<file path="config.mk">
export PLATFORM = sky130hd
export DESIGN_NAME = i2c_reg_sequencer
export DESIGN_NICKNAME = d
export VERILOG_FILES = /design/src/rtl/i2c_seq_pkg.sv /design/src/rtl/i2c_seq_timer.sv /design/src/rtl/i2c_reg_sequencer.sv
export SDC_FILE = /design/constraint.sdc
export NUM_CORES = 1
export LEC_CHECK = 0
export ABC_AREA = 0
export CELL_PAD_IN_SITES_DETAIL_PLACEMENT = 1
export CELL_PAD_IN_SITES_GLOBAL_PLACEMENT = 2
export CORE_UTILIZATION = 35
export CTS_CLUSTER_DIAMETER = 150
export DETAILED_ROUTE_END_ITERATION = 8
export PLACE_DENSITY = 0.81
export SLEW_MARGIN = 5
export SYNTH_ARGS = -nofsm -noshare
export SYNTH_HDL_FRONTEND = slang
export SYNTH_HIERARCHICAL = 1
export SYNTH_SLANG_ARGS = --single-unit
</file>
<file path="constraint.sdc">
create_clock -name clk -period 3.7 [get_ports clk]
set_input_delay 0.37 -clock clk [delete_from_list [all_inputs] [get_ports clk]]
set_output_delay 0.37 -clock clk [all_outputs]
set_load 0.01 [all_outputs]
</file>
<file path="src/rtl/i2c_seq_pkg.sv">
// ==== i2c_seq_pkg -- shared states and constants for the I2C register sequencer ====
// ==== rev 1.0 ====
`default_nettype none

package i2c_seq_pkg;

  localparam logic [15:0] TIMEOUT_DEFAULT = 16'd50000;
  localparam logic        RW_WRITE        = 1'b0;
  localparam logic        RW_READ         = 1'b1;

  typedef enum logic [3:0] {
    IDLE    = 4'd0,
    LAUNCH  = 4'd1,
    DEV_W   = 4'd2,
    REG     = 4'd3,
    DATA    = 4'd4,
    RESTART = 4'd5,
    DEV_R   = 4'd6,
    RX      = 4'd7,
    DRAIN   = 4'd8,
    DONE    = 4'd9
  } seq_state_t;

endpackage

`default_nettype wire

</file>
<file path="src/rtl/i2c_seq_timer.sv">
// ==== i2c_seq_timer -- restartable 16-bit wait-state timer, expires after LIMIT cycles ====
// ==== rev 1.0 ====
`default_nettype none

module i2c_seq_timer #(
  parameter logic [15:0] LIMIT = 16'd50000
) (
  input  logic clk,
  input  logic reset,
  input  logic clear,
  output logic expired
);

  logic [15:0] count;

  // clear marks cycle 0 of a new state, so the count resumes at 1 on the next edge
  always_ff @(posedge clk or negedge reset) begin
    if (!reset) begin
      count <= 16'd0;
    end else if (clear) begin
      count <= 16'd1;
    end else if (!expired) begin
      count <= count + 16'd1;
    end
  end

  assign expired = !clear && (count == (LIMIT - 16'd1));

endmodule

`default_nettype wire

</file>
<file path="src/rtl/i2c_reg_sequencer.sv">
// ==== i2c_reg_sequencer -- single-register I2C read/write sequencer over a byte-level master ====
// ==== rev 1.0 ====
`default_nettype none

module i2c_reg_sequencer
  import i2c_seq_pkg::*;
#(
  parameter logic [15:0] TIMEOUT = TIMEOUT_DEFAULT
) (
  input  logic       clk,
  input  logic       reset,
  input  logic       cmd_valid,
  output logic       cmd_ready,
  input  logic       cmd_rw,
  input  logic [6:0] cmd_dev,
  input  logic [7:0] cmd_reg,
  input  logic [7:0] cmd_wdata,
  output logic       rsp_valid,
  output logic [7:0] rsp_rdata,
  output logic       rsp_err,
  output logic       m_start,
  input  logic       m_ready,
  output logic       m_send,
  output logic [7:0] m_datasend,
  input  logic       m_sended,
  output logic       m_receive,
  input  logic [7:0] m_datareceive,
  input  logic       m_received
);

  seq_state_t state;
  seq_state_t state_q;
  logic       rw;
  logic [6:0] dev;
  logic [7:0] reg_addr;
  logic [7:0] wdata;
  logic [7:0] rx_byte;
  logic       ready_q;
  logic       timer_clear;
  logic       timer_expired;
  logic       waiting;
  logic       early_stop;
  logic       abort;

  assign timer_clear = (state != state_q);
  assign waiting     = state inside {DEV_W, REG, DATA, RESTART, DEV_R, RX, DRAIN};
  // The master only raises m_ready mid-transfer when a NACK made it issue STOP early
  assign early_stop  = (state inside {DEV_W, REG, DATA, RESTART, DEV_R, RX}) && m_ready && !ready_q;
  assign abort       = (waiting && timer_expired) || early_stop;

  i2c_seq_timer #(
    .LIMIT(TIMEOUT)
  ) u_timer (
    .clk    (clk),
    .reset  (reset),
    .clear  (timer_clear),
    .expired(timer_expired)
  );

  always_ff @(posedge clk or negedge reset) begin
    if (!reset) begin
      state      <= IDLE;
      state_q    <= IDLE;
      cmd_ready  <= 1'b0;
      rsp_valid  <= 1'b0;
      rsp_err    <= 1'b0;
      rsp_rdata  <= 8'h00;
      m_start    <= 1'b0;
      m_send     <= 1'b0;
      m_receive  <= 1'b0;
      m_datasend <= 8'h00;
      rw         <= RW_WRITE;
      dev        <= 7'h00;
      reg_addr   <= 8'h00;
      wdata      <= 8'h00;
      rx_byte    <= 8'h00;
      ready_q    <= 1'b0;
    end else begin
      state_q   <= state;
      ready_q   <= m_ready;
      rsp_valid <= 1'b0;
      if (abort) begin
        state      <= DONE;
        rsp_valid  <= 1'b1;
        rsp_err    <= 1'b1;
        m_start    <= 1'b0;
        m_send     <= 1'b0;
        m_receive  <= 1'b0;
        m_datasend <= 8'h00;
      end else begin
        case (state)
          IDLE: begin
            cmd_ready <= 1'b1;
            if (cmd_valid && cmd_ready && m_ready) begin
              rw         <= cmd_rw;
              dev        <= cmd_dev;
              reg_addr   <= cmd_reg;
              wdata      <= cmd_wdata;
              cmd_ready  <= 1'b0;
              m_start    <= 1'b1;
              m_datasend <= {cmd_dev, 1'b0};
              state      <= LAUNCH;
            end
          end
          LAUNCH: begin
            m_start <= 1'b0;
            m_send  <= 1'b1;
            state   <= DEV_W;
          end
          DEV_W: begin
            if (m_sended) begin
              m_datasend <= reg_addr;
              state      <= REG;
            end
          end
          REG: begin
            if (m_sended) begin
              m_send <= 1'b0;
              if (rw == RW_READ) begin
                m_start    <= 1'b1;
                m_receive  <= 1'b1;
                m_datasend <= {dev, 1'b1};
                state      <= RESTART;
              end else begin
                m_datasend <= wdata;
                state      <= DATA;
              end
            end
          end
          DATA: begin
            if (m_sended) begin
              state <= DRAIN;
            end
          end
          RESTART: begin
            m_start <= 1'b0;
            if (m_sended) begin
              m_receive <= 1'b0;
              state     <= RX;
            end
          end
          RX: begin
            if (m_received) begin
              rx_byte <= m_datareceive;
              state   <= DRAIN;
            end
          end
          DRAIN: begin
            m_send    <= 1'b0;
            m_receive <= 1'b0;
            if (m_ready) begin
              state     <= DONE;
              rsp_valid <= 1'b1;
              rsp_err   <= 1'b0;
              if (rw == RW_READ) begin
                rsp_rdata <= rx_byte;
              end
            end
          end
          DONE: begin
            cmd_ready <= 1'b1;
            state     <= IDLE;
          end
          default: begin
            state <= IDLE;
          end
        endcase
      end
    end
  end

endmodule

`default_nettype wire

</file>
## Word level (Yosys, flattened, before mapping)

Cells that the tools add are included.

| cells by class | value |
|---|---|
| add/subtract/negate cells | 1 |
| equality and inequality tests | 20 |
| mux-type cells | 36 |
| bitwise operators | 1 |
| reductions and logical operators | 30 |

Operators with widths:

| kind | number |
|---|---|
| $mux W8 | 5 |
| $mux W16 | 2 |
| $mux W4 | 8 |
| $pmux W4 S8 | 1 |
| $ne A3 B3 Y1 const B | 8 |
| $pmux W8 S3 | 1 |
| $add A16 B1 Y16 const B | 1 |
| $eq A16 B16 Y1 const B | 1 |
| $eq A4 B3 Y1 const B | 4 |
| $reduce_and A4 Y1 | 4 |
| $reduce_bool A4 Y1 | 4 |
| $mux W1 | 15 |
| $pmux W1 S3 | 3 |
| $eq A4 B2 Y1 const B | 2 |
| $eq A4 B4 Y1 const B | 2 |
| $reduce_and A7 Y1 | 1 |
| $reduce_bool A7 Y1 | 1 |
| $logic_and A1 B1 Y1 | 6 |
| $reduce_and A2 Y1 | 3 |
| $reduce_and A3 Y1 | 2 |
| $reduce_bool A2 Y1 | 3 |
| $reduce_bool A6 Y1 | 1 |
| $eq A4 B1 Y1 const B | 1 |
| $logic_not A4 Y1 | 1 |
| 7 further kinds | 8 |

| word-level totals | value |
|---|---|
| register bits | 79 |
| input port bits | 38 |
| output and inout port bits | 22 |
| logic and storage cells | 105 |

## Depth between registers and ports, before layout

Gate-level depths: netlist of the first run.

| depth | value |
|---|---|
| depth after elaboration | 7 |
| gate-level depth with buffers | 13 |
| mapped depth without buffers | 9 |

## Cells and area by module

The synthesis of the first run kept the hierarchy.

Modules (own cells, without submodules):

| module | times used | cells an instance | area an instance (um^2) | sequential area each (um^2) |
|---|---|---|---|---|
| i2c_reg_sequencer | 1 | 242 | 2,914.0 | 1,576.5 |
| i2c_seq_timer | 1 | 91 | 897.1 | 400.4 |

## Least setup slack after synthesis of the first run

Ideal clock, no wire load.

| path | value |
|---|---|
| kind | register to register |
| from | register state[2] |
| to | register m_datasend[0] |
| setup time | 0.125 ns |
| arrival | 3.168 ns |
| data required time | 3.575 ns |
| slack | 0.408 ns |
| cell stages (with the launch flop) | 13 |
| path buffers | 3 |
| period minus slack after synthesis | 3.292 ns |
| cell sequence | dfrtp_1 buf_2 buf_1 xnor2_1 nand4_1 buf_6 or4_4 nor4_4 nor2b_1 nor2_1 nor3_1 o21ai_2 mux2_2 |

| on the way | value |
|---|---|
| cells in the longest elaborated chain, start to end | 7 |
| elaborated cells between the ends (all ways) | 24 |
| classes of those cells | eq/ne: 11; mux: 2; reduce/logical: 11 |

Ends and longest elaborated chain:

| what | line | text |
|---|---|---|
| start: declaration | i2c_reg_sequencer.sv:31 | `seq_state_t state;` |
| start signal: assignment | i2c_reg_sequencer.sv:62 | `state <= IDLE;` |
| start signal: assignment | i2c_reg_sequencer.sv:83 | `state <= DONE;` |
| start signal: assignment | i2c_reg_sequencer.sv:102 | `state <= LAUNCH;` |
| $ne A4 B4 Y1 (*) | i2c_reg_sequencer.sv:45 | `assign timer_clear = (state != state_q);` |
| named net timer_clear | i2c_reg_sequencer.sv:39 | `logic timer_clear;` |
| $logic_not A1 Y1 (*) | i2c_seq_timer.sv:27 | `assign expired = !clear && (count == (LIMIT - 16'd1));` |
| $logic_and A1 B1 Y1 (*) | i2c_seq_timer.sv:27 |  |
| named net timer_expired | i2c_reg_sequencer.sv:40 | `logic timer_expired;` |
| $logic_and A1 B1 Y1 (*) | i2c_reg_sequencer.sv:49 | `assign abort = (waiting && timer_expired) \|\| early_stop;` |
| $logic_or A1 B1 Y1 (*) | i2c_reg_sequencer.sv:49 |  |
| $ne A3 B3 Y1 (no line) / $reduce_bool A4 Y1 (equally long branches) | n/a |  |
| $reduce_and A4 Y1 (no line) | n/a |  |
| end signal: assignment | i2c_reg_sequencer.sv:101 | `m_datasend <= {cmd_dev, 1'b0};` |
| end signal: assignment | i2c_reg_sequencer.sv:112 | `m_datasend <= reg_addr;` |
| end signal: assignment | i2c_reg_sequencer.sv:122 | `m_datasend <= {dev, 1'b1};` |
| end: declaration | i2c_reg_sequencer.sv:24 | `output logic [7:0] m_datasend,` |

The timed path passes the listed nets; every way through them passes the cells marked *.
A chain may end at the register's enable or synchronous reset.

## Worst setup path after layout of the first run

| path | value |
|---|---|
| from | register state[3] |
| to | register m_datasend[0] |

The elaborated chain is that of the path after synthesis.

==> results of run 1 <==
power groups by stage:
stage / clock [mW] / sequential (mW) / combinational, mW
after floorplan: 0 / 1.35 / 0.929
after global placement: 0 / 1.36 / 1.36
after detailed placement: 0 / 1.38 / 1.39
after CTS: 0.642 / 1.37 / 1.39
after global routing: 0.681 / 1.40 / 1.51
final: 0.619 / 1.36 / 1.38
sequential cells by signal, summed over array words and instances, names as in the netlist:
name           flops
u_timer/count     16
m_datasend         8
reg_addr           8
rsp_rdata          8
rx_byte            8
wdata              8
dev                7
state              4
state_q            4
cmd_ready          1
m_receive          1
m_send             1
m_start            1
ready_q            1
rsp_err            1
rsp_valid          1
rw                 1
cell usage after synthesis (2+ instances only):
cell | number | share of area, %
sky130_fd_sc_hd__mux2_1 | 2 | 0.59
sky130_fd_sc_hd__a22oi_1 | 7 | 1.4
sky130_fd_sc_hd__a32oi_1 | 2 | 0.46
sky130_fd_sc_hd__nor2b_1 | 3 | 0.49
sky130_fd_sc_hd__a221oi_1 | 2 | 0.46
sky130_fd_sc_hd__nor2_1 | 28 | 2.8
sky130_fd_sc_hd__a21oi_1 | 17 | 2.2
sky130_fd_sc_hd__a31oi_1 | 2 | 0.33
sky130_fd_sc_hd__or3_1 | 4 | 0.66
sky130_fd_sc_hd__nor3_1 | 6 | 0.79
sky130_fd_sc_hd__o21ai_1 | 2 | 0.26
sky130_fd_sc_hd__nand3_1 | 13 | 1.7
sky130_fd_sc_hd__nand2b_1 | 2 | 0.33
sky130_fd_sc_hd__nor4_4 | 3 | 1.7
sky130_fd_sc_hd__or4_4 | 2 | 0.59
sky130_fd_sc_hd__nand2_1 | 22 | 2.2
sky130_fd_sc_hd__mux2_2 | 56 | 17
sky130_fd_sc_hd__buf_1 | 3 | 0.30
sky130_fd_sc_hd__buf_2 | 10 | 1.3
sky130_fd_sc_hd__nand4_1 | 3 | 0.49
sky130_fd_sc_hd__o21ai_0 | 4 | 0.53
sky130_fd_sc_hd__o31ai_1 | 2 | 0.39
sky130_fd_sc_hd__inv_1 | 5 | 0.49
sky130_fd_sc_hd__xnor2_1 | 13 | 3.0
sky130_fd_sc_hd__and3_1 | 2 | 0.33
sky130_fd_sc_hd__dfrtp_1 | 79 | 52
sky130_fd_sc_hd__clkinv_1 | 2 | 0.20
sky130_fd_sc_hd__or3b_1 | 2 | 0.46
sky130_fd_sc_hd__nor4_1 | 4 | 0.66
sky130_fd_sc_hd__nor3b_1 | 2 | 0.39
sky130_fd_sc_hd__clkbuf_1 | 5 | 0.49
placed cells by master, fill, tap and decap left out, types with 10 or more instances in the layout:
cell type                         instances
sky130_fd_sc_hd__a21oi_1                 17
sky130_fd_sc_hd__nand3_1                 13
sky130_fd_sc_hd__mux2_2                  56
sky130_fd_sc_hd__nor2_1                  28
sky130_fd_sc_hd__dfrtp_1                 79
sky130_fd_sc_hd__nand2_1                 22
sky130_fd_sc_hd__clkdlybuf4s50_1         58
sky130_fd_sc_hd__xnor2_1                 13
sky130_fd_sc_hd__clkbuf_8                10
how the worst max path moves through the flow:
stage,startpoint,end,slack (ns),cells past startpoint
after floorplan,state[2],m_datasend[0],0.41,12
after global placement,state[0],m_datasend[0],0.73,9
after detailed placement,state[3],m_datasend[0],0.58,9
after CTS,state[3],m_datasend[0],0.54,9
after global routing,state[3],m_datasend[0],0.32,9
final,state[3],m_datasend[0],0.57,9
kinds of logic after synthesis:
logic type | after synthesis
AO/OA/AOI/OAI | 49
XOR/XNOR | 13
adder cells (fa/ha/maj) | 1
buffers and inverters | 26
flip-flops | 79
multiplexers | 59
AND/OR/NAND/NOR | 106
layout make-up:
type	instances	area [sq um]	area share, %
clock buffer	10	138	2.92
tap	136	170	3.61
clock inverter	6	52.6	1.11
timing repair buffer	65	633	13.4
multi-input combinational	228	1720	36.4
inverter	7	26.3	0.557
sequential	79	1980	41.9
worst max-delay path, cell delays in order (launching register included):
cell                        delay (ns)
sky130_fd_sc_hd__dfrtp_1          0.42
sky130_fd_sc_hd__xnor2_1          0.17
sky130_fd_sc_hd__nand4_1          0.13
sky130_fd_sc_hd__or4_4            0.56
sky130_fd_sc_hd__nor4_4           0.28
sky130_fd_sc_hd__nor2b_1          0.39
sky130_fd_sc_hd__o221ai_1         0.25
sky130_fd_sc_hd__nand2_1          0.40
sky130_fd_sc_hd__a2111oi_0        0.13
sky130_fd_sc_hd__mux2_2           0.28
per-stage QoR:
step	utilization [%]	setup WS, ns
6_report	45.0	0.574
5_1_grt	45.0	0.322
4_1_cts	45.0	0.543
3_5_place_dp	43.2	0.575
3_3_place_gp	43.2	0.727
2_1_floorplan	-	0.408
layer usage:
metal / GRT usage, % / up-vias / routed length, um
met5: 0 / - / 0
met4: 3.57 / 0 / 64
met3: 3.99 / 8 / 341
met2: 28.7 / 64 / 4440
met1: 22.0 / 1420 / 4120
li1: - / 1309 / -
==> results.ini, run 1 <==
[pwr]
total_switching_power_mw=1.19
max-vdd-ir-drop_mv=0.292
power.switching_fraction_pct=35.4
intPower_mw=2.17
p_leak_nw=1.91
pwr-share-comb_pct=41.0
seq_power_share_pct=40.5
p_total_mw=3.36
clockPowerShare_pct=18.4
power.density_nw_per_um2=712

[clock_network]
cts_tree=yes
clock_insertion_delay_worst_skew_ns=0.35
post_cts.repair.setup_buffers=0
numClockSinks=79
htree_levels=3
clkSlewWorstSetupHoldPaths_ns=0.09
cts_made_buffers=9
holdBufCountCts=0
ctsLongestPathBuffers=2
clockRootBuffer=sky130_fd_sc_hd__clkbuf_8
cts-resized-gates=0

[global_routing]
grt_overflow_total=0
track_usage_pct=16.9
grt_first_pass_wirelength_um=15000
antenna_found_initial=0
grt_max_degree=80
first_global_vias=2958

[worst_setup_path]
start_kind=register
r2r-end=m_datasend[0]
regToRegStartpoint=state[3]
timing.reg2reg.worst_path_depth=9
timing_worst_setup_path_type=register to register
critPathArrivalTime_ns=3.37
crit_fanout=11
endpoint_kind=register
reg2reg_setup_slack_ns=0.57
cp.required_ns=3.94

[placed_design]
port_buffers=59
post-place-cells=515
routabilityCongestion=0.776
post_dp_cell_area_sq_um=4520
dp_hpwl_um=6070

[routing]
drt_pre_antenna_iters=4
avgRoutedWirePerCell_um=16.9
dr_total_vias=2801
route.antenna.remaining_nets=0
avgViaCountPerCell=5.27
wirelength_um=8960
drc=0
drt-initial-drc-count=137

[timing]
maxClockFrequency_mhz=320
timing.max_slew.rel_slack_pct=31.3
hold-worst-slack_ns=0.173
final.setup_skew_ns=0.0144
rsz_0062_raised_after_global_routing=false
setup-violations-final=0
worst_margin_slew_ns=1.03
timing.final.max_slew_violations=0
period_minus_slack_ns=3.13
hold_violations=0
period_share_pct=84.5
final_total_negative_setup_slack_ns=0

[logic_synthesis]
syn-num-nets=372
post_synthesis_share_of_cell_area_spent_on_and_or_nand_and_nor_gates_pct=16.0
synth_fa_ha_area_share_pct=0.328
synth.area.mux_share_pct=17.4
synth_seq_area_share_pct=51.9
avgSynthCellArea_sq_um=11.4
asyncSetResetFlopFracSynth_pct=100
combinational_family_with_the_most_area_after_synthesis=multiplexers
ys.warnings.count=6
synth_cell_type_count=55
synth-edff-count=0
synth_compound_gate_area_share_pct=8.34
synth_ff_type=sky130_fd_sc_hd__dfrtp_1
synth_xor_xnor_area_share_pct=2.99
netlist_instances=333
ys_seq_elements=79
syn-cell-area_sq_um=3810

[die]
fp.dieH_um=106
floorplan.io_pins=60
design.core.area_sq_um=10500
die_area_sq_um=11300
fp.dieW_um=106
rows=37
start_util_pct=36.4

[finish]
areaGrowthSynthToFinish_pct=23.7
layout.filler_cells=1173
insertedDiodeCount=0
design.final.nets=429
finish.cell_count_without_fillers=531
drive_above_1_share_pct=22.5
stdcell_area_sq_um=4710

[flow_run]
drv_cap=0

[run_status]
status=finished, final reports clean

[hold_path]
hold_path.class=input port to asynchronous set/reset pin

Note: power is estimated with default switching activity, not from simulation.
==> run 2: changes to the inputs <==
--- a/config.mk
+++ b/config.mk
@@ -8,10 +8,10 @@
 export ABC_AREA = 0
 export CELL_PAD_IN_SITES_DETAIL_PLACEMENT = 1
 export CELL_PAD_IN_SITES_GLOBAL_PLACEMENT = 2
-export CORE_UTILIZATION = 35
+export CORE_UTILIZATION = 32
 export CTS_CLUSTER_DIAMETER = 150
 export DETAILED_ROUTE_END_ITERATION = 8
-export PLACE_DENSITY = 0.81
+export PLACE_DENSITY = 0.78
 export SLEW_MARGIN = 5
 export SYNTH_ARGS = -nofsm -noshare
 export SYNTH_HDL_FRONTEND = slang
==> constraint.sdc (replaced) <==
create_clock -name clk -period 2.62 [get_ports clk]
set_input_delay 0.262 -clock clk [delete_from_list [all_inputs] [get_ports clk]]
set_output_delay 0.262 -clock clk [all_outputs]
set_load 0.01 [all_outputs]
==> results.ini, run 2 (synthesized netlist as in run 1, its figures left out) <==
[run_status]
status=finished, violations left  ; was finished, final reports clean
failing_checks=DRC

[clock_network]
numClockSinks=79  ; unchanged
ctsLongestPathBuffers=2  ; unchanged
cts_tree=yes  ; unchanged
htree_levels=3  ; unchanged
clkSlewWorstSetupHoldPaths_ns=0.06  ; was 0.09 ns
clockRootBuffer=sky130_fd_sc_hd__clkbuf_16  ; was sky130_fd_sc_hd__clkbuf_8
clock_insertion_delay_worst_skew_ns=0.35  ; about the same
cts_made_buffers=9  ; unchanged

[global_routing]
antenna_found_initial=0  ; unchanged
grt_first_pass_wirelength_um=16500  ; was 15,000 um
grt_max_degree=47  ; was 80
track_usage_pct=17.3  ; was 16.9%
grt_overflow_total=0  ; unchanged
first_global_vias=3102  ; was 2,958

[finish]
most-common-layout-cells=sky130_fd_sc_hd__dfrtp_1 (79), sky130_fd_sc_hd__clkdlybuf4s50_1 (58), sky130_fd_sc_hd__mux2_2 (47)  ; was sky130_fd_sc_hd__dfrtp_1 (79), sky130_fd_sc_hd__clkdlybuf4s50_1 (58), sky130_fd_sc_hd__mux2_2 (56)
insertedDiodeCount=0  ; unchanged
design.final.nets=446  ; was 429
most_frequent_standard_cell_in_the_layout_excluding_fill_and_tap_cells=sky130_fd_sc_hd__dfrtp_1  ; unchanged
finalCoreUtilization_pct=44.6  ; was 45.0%
drive_above_1_share_pct=27.7  ; was 22.5%
largest_reg_flops=16  ; unchanged
max_flop_register=u_timer/count  ; unchanged
layout.filler_cells=1258  ; was 1,173
areaGrowthSynthToFinish_pct=34.8  ; was 23.7%

[timing]
timing.max_slew.rel_slack_pct=57.1  ; was 31.3%
timing.final.max_slew_violations=0  ; unchanged
rsz_0062_raised_after_global_routing=true  ; was false
setup-violations-final=0  ; unchanged
final.setup_skew_ns=0.00998  ; was 0.0144 ns
hold_violations=0  ; unchanged
period_share_pct=96.0  ; was 84.5%
worst_margin_slew_ns=0.643  ; was 1.03 ns
maxClockFrequency_mhz=397  ; was 320 MHz
hold-worst-slack_ns=0.466  ; was 0.173 ns
period_minus_slack_ns=2.52  ; was 3.13 ns

[hold_path]
hold_path.class=input port to asynchronous set/reset pin  ; unchanged

[placed_design]
port_buffers=59  ; unchanged
routabilityCongestion=0.737  ; was 0.776
dp_hpwl_um=7070  ; was 6070 um

[worst_setup_path]
reg2reg_setup_slack_ns=0.10  ; was 0.57 ns
critPathMaxStageDelay_ns=0.45  ; was 0.56 ns
worst_path_max_delay_cell=sky130_fd_sc_hd__or4_4  ; unchanged
cp.required_ns=2.85  ; was 3.94 ns
cp_cell_sequence=xnor2_2 -> nand4_1 -> or4_4 -> nor4_4 -> nor2b_4 -> buf_6 -> nand4b_1 -> buf_12 -> mux2_4  ; was xnor2_1 -> nand4_1 -> or4_4 -> nor4_4 -> nor2b_1 -> o221ai_1 -> nand2_1 -> a2111oi_0 -> mux2_2
r2r-end=rsp_rdata[5]  ; was m_datasend[0]
crit_fanout=8  ; was 11
cp.buffers_inverters=2  ; was 0
start_kind=register  ; unchanged
endpoint_kind=register  ; unchanged
worst_path_dominant_cell_family=simple AND/OR/NAND/NOR gates  ; unchanged
critPathArrivalTime_ns=2.75  ; was 3.37 ns
timing.reg2reg.worst_path_depth=9  ; unchanged
timing_worst_setup_path_type=register to register  ; unchanged
regToRegStartpoint=state[1]  ; was state[3]

[die]
rows=39  ; was 37
fp.dieW_um=111  ; was 106 um
floorplan.io_pins=60  ; unchanged
die_area_sq_um=12300  ; was 11,300 sq um
start_util_pct=33.1  ; was 36.4%
design.core.area_sq_um=11500  ; was 10,500 sq um
fp.dieH_um=111  ; was 106 um

[pwr]
power.density_nw_per_um2=1090  ; was 712 nW/um^2
p_leak_nw=2.14  ; was 1.91 nW
max-vdd-ir-drop_mv=0.567  ; was 0.292 mV

[routing]
drt_pre_antenna_iters=6  ; was 4
wirelength_um=10000  ; was 8960 um
avgRoutedWirePerCell_um=18.0  ; was 16.9 um
dr_total_vias=2842  ; was 2,801
drc=3  ; was 0
drt-initial-drc-count=128  ; was 137
avgViaCountPerCell=5.12  ; was 5.27
route.antenna.remaining_nets=0  ; unchanged

[flow_run]
drv_cap=0  ; unchanged

-- run 2: layer usage --
metal  track usage (%)  vias up  share of wire, %
met5                 0        -                 0
met1              22.1     1435                45
met4              7.84        0               1.8
li1                  -     1347                 -
met2              28.4       49                50
met3              3.44       11               3.1
-- run 2: area by class of cell --
type	count	area [sq um]	area share, %
clock inverters	7	143	2.78
flip-flops and latches	79	1980	38.5
multi-input cells	228	1800	35.1
clock buffers	9	225	4.38
repair buffers	82	783	15.2
inverters	7	26.3	0.512
well taps	143	179	3.48
-- run 2: metrics by stage --
step | std cells | setup WS [ns] | power, mW | TNS [ns] | instance area, sq um
floorplan | 333 | -0.0776 | 3.34 | -0.621 | 3930
global placement | 535 | 0.161 | 3.97 | 0 | 4710
detailed placement | 535 | 0.0726 | 4.03 | 0 | 4710
CTS | 552 | 0.0343 | 5.64 | 0 | 5090
global route | 555 | -0.0322 | 5.93 | -0.238 | 5140
finish | 555 | 0.104 | 5.60 | 0 | 5140
-- run 2: worst max-delay path by stage --
stage	start	to	slack, ns	cells after the start
finish	state[1]	rsp_rdata[5]	0.10	9
global placement	state[3]	m_datasend[5]	0.16	9
detailed placement	state[1]	m_datasend[6]	0.07	10
floorplan	state[2]	rsp_rdata[0]	-0.08	10
CTS	state[1]	m_datasend[2]	0.03	10
global route	state[1]	m_datasend[4]	-0.03	10
-- run 2: where the power goes --
part | internal (mW) | leakage, nW | switching (mW)
logic | 1.11 | 0.954 | 0.979
clock network | 1.03 | 0.180 | 0.533
registers | 1.65 | 1.01 | 0.294
total | 3.80 | 2.14 | 1.81
-- run 2: timing repair --
item	in CTS	in global routing
gates resized for setup	0	6
hold endpoints to repair	44	0
hold buffers	1	0
setup endpoints to repair	0	18
buffers inserted	0	3
==> run 3: changes to the inputs <==
--- a/config.mk
+++ b/config.mk
@@ -12,7 +12,7 @@
 export CTS_CLUSTER_DIAMETER = 150
 export DETAILED_ROUTE_END_ITERATION = 8
 export PLACE_DENSITY = 0.78
-export SLEW_MARGIN = 5
+export SLEW_MARGIN = 20
 export SYNTH_ARGS = -nofsm -noshare
 export SYNTH_HDL_FRONTEND = slang
 export SYNTH_HIERARCHICAL = 1
==> results of run 3 <==
Same layout as run 2: the final DEF is identical, and so are final timing and power.
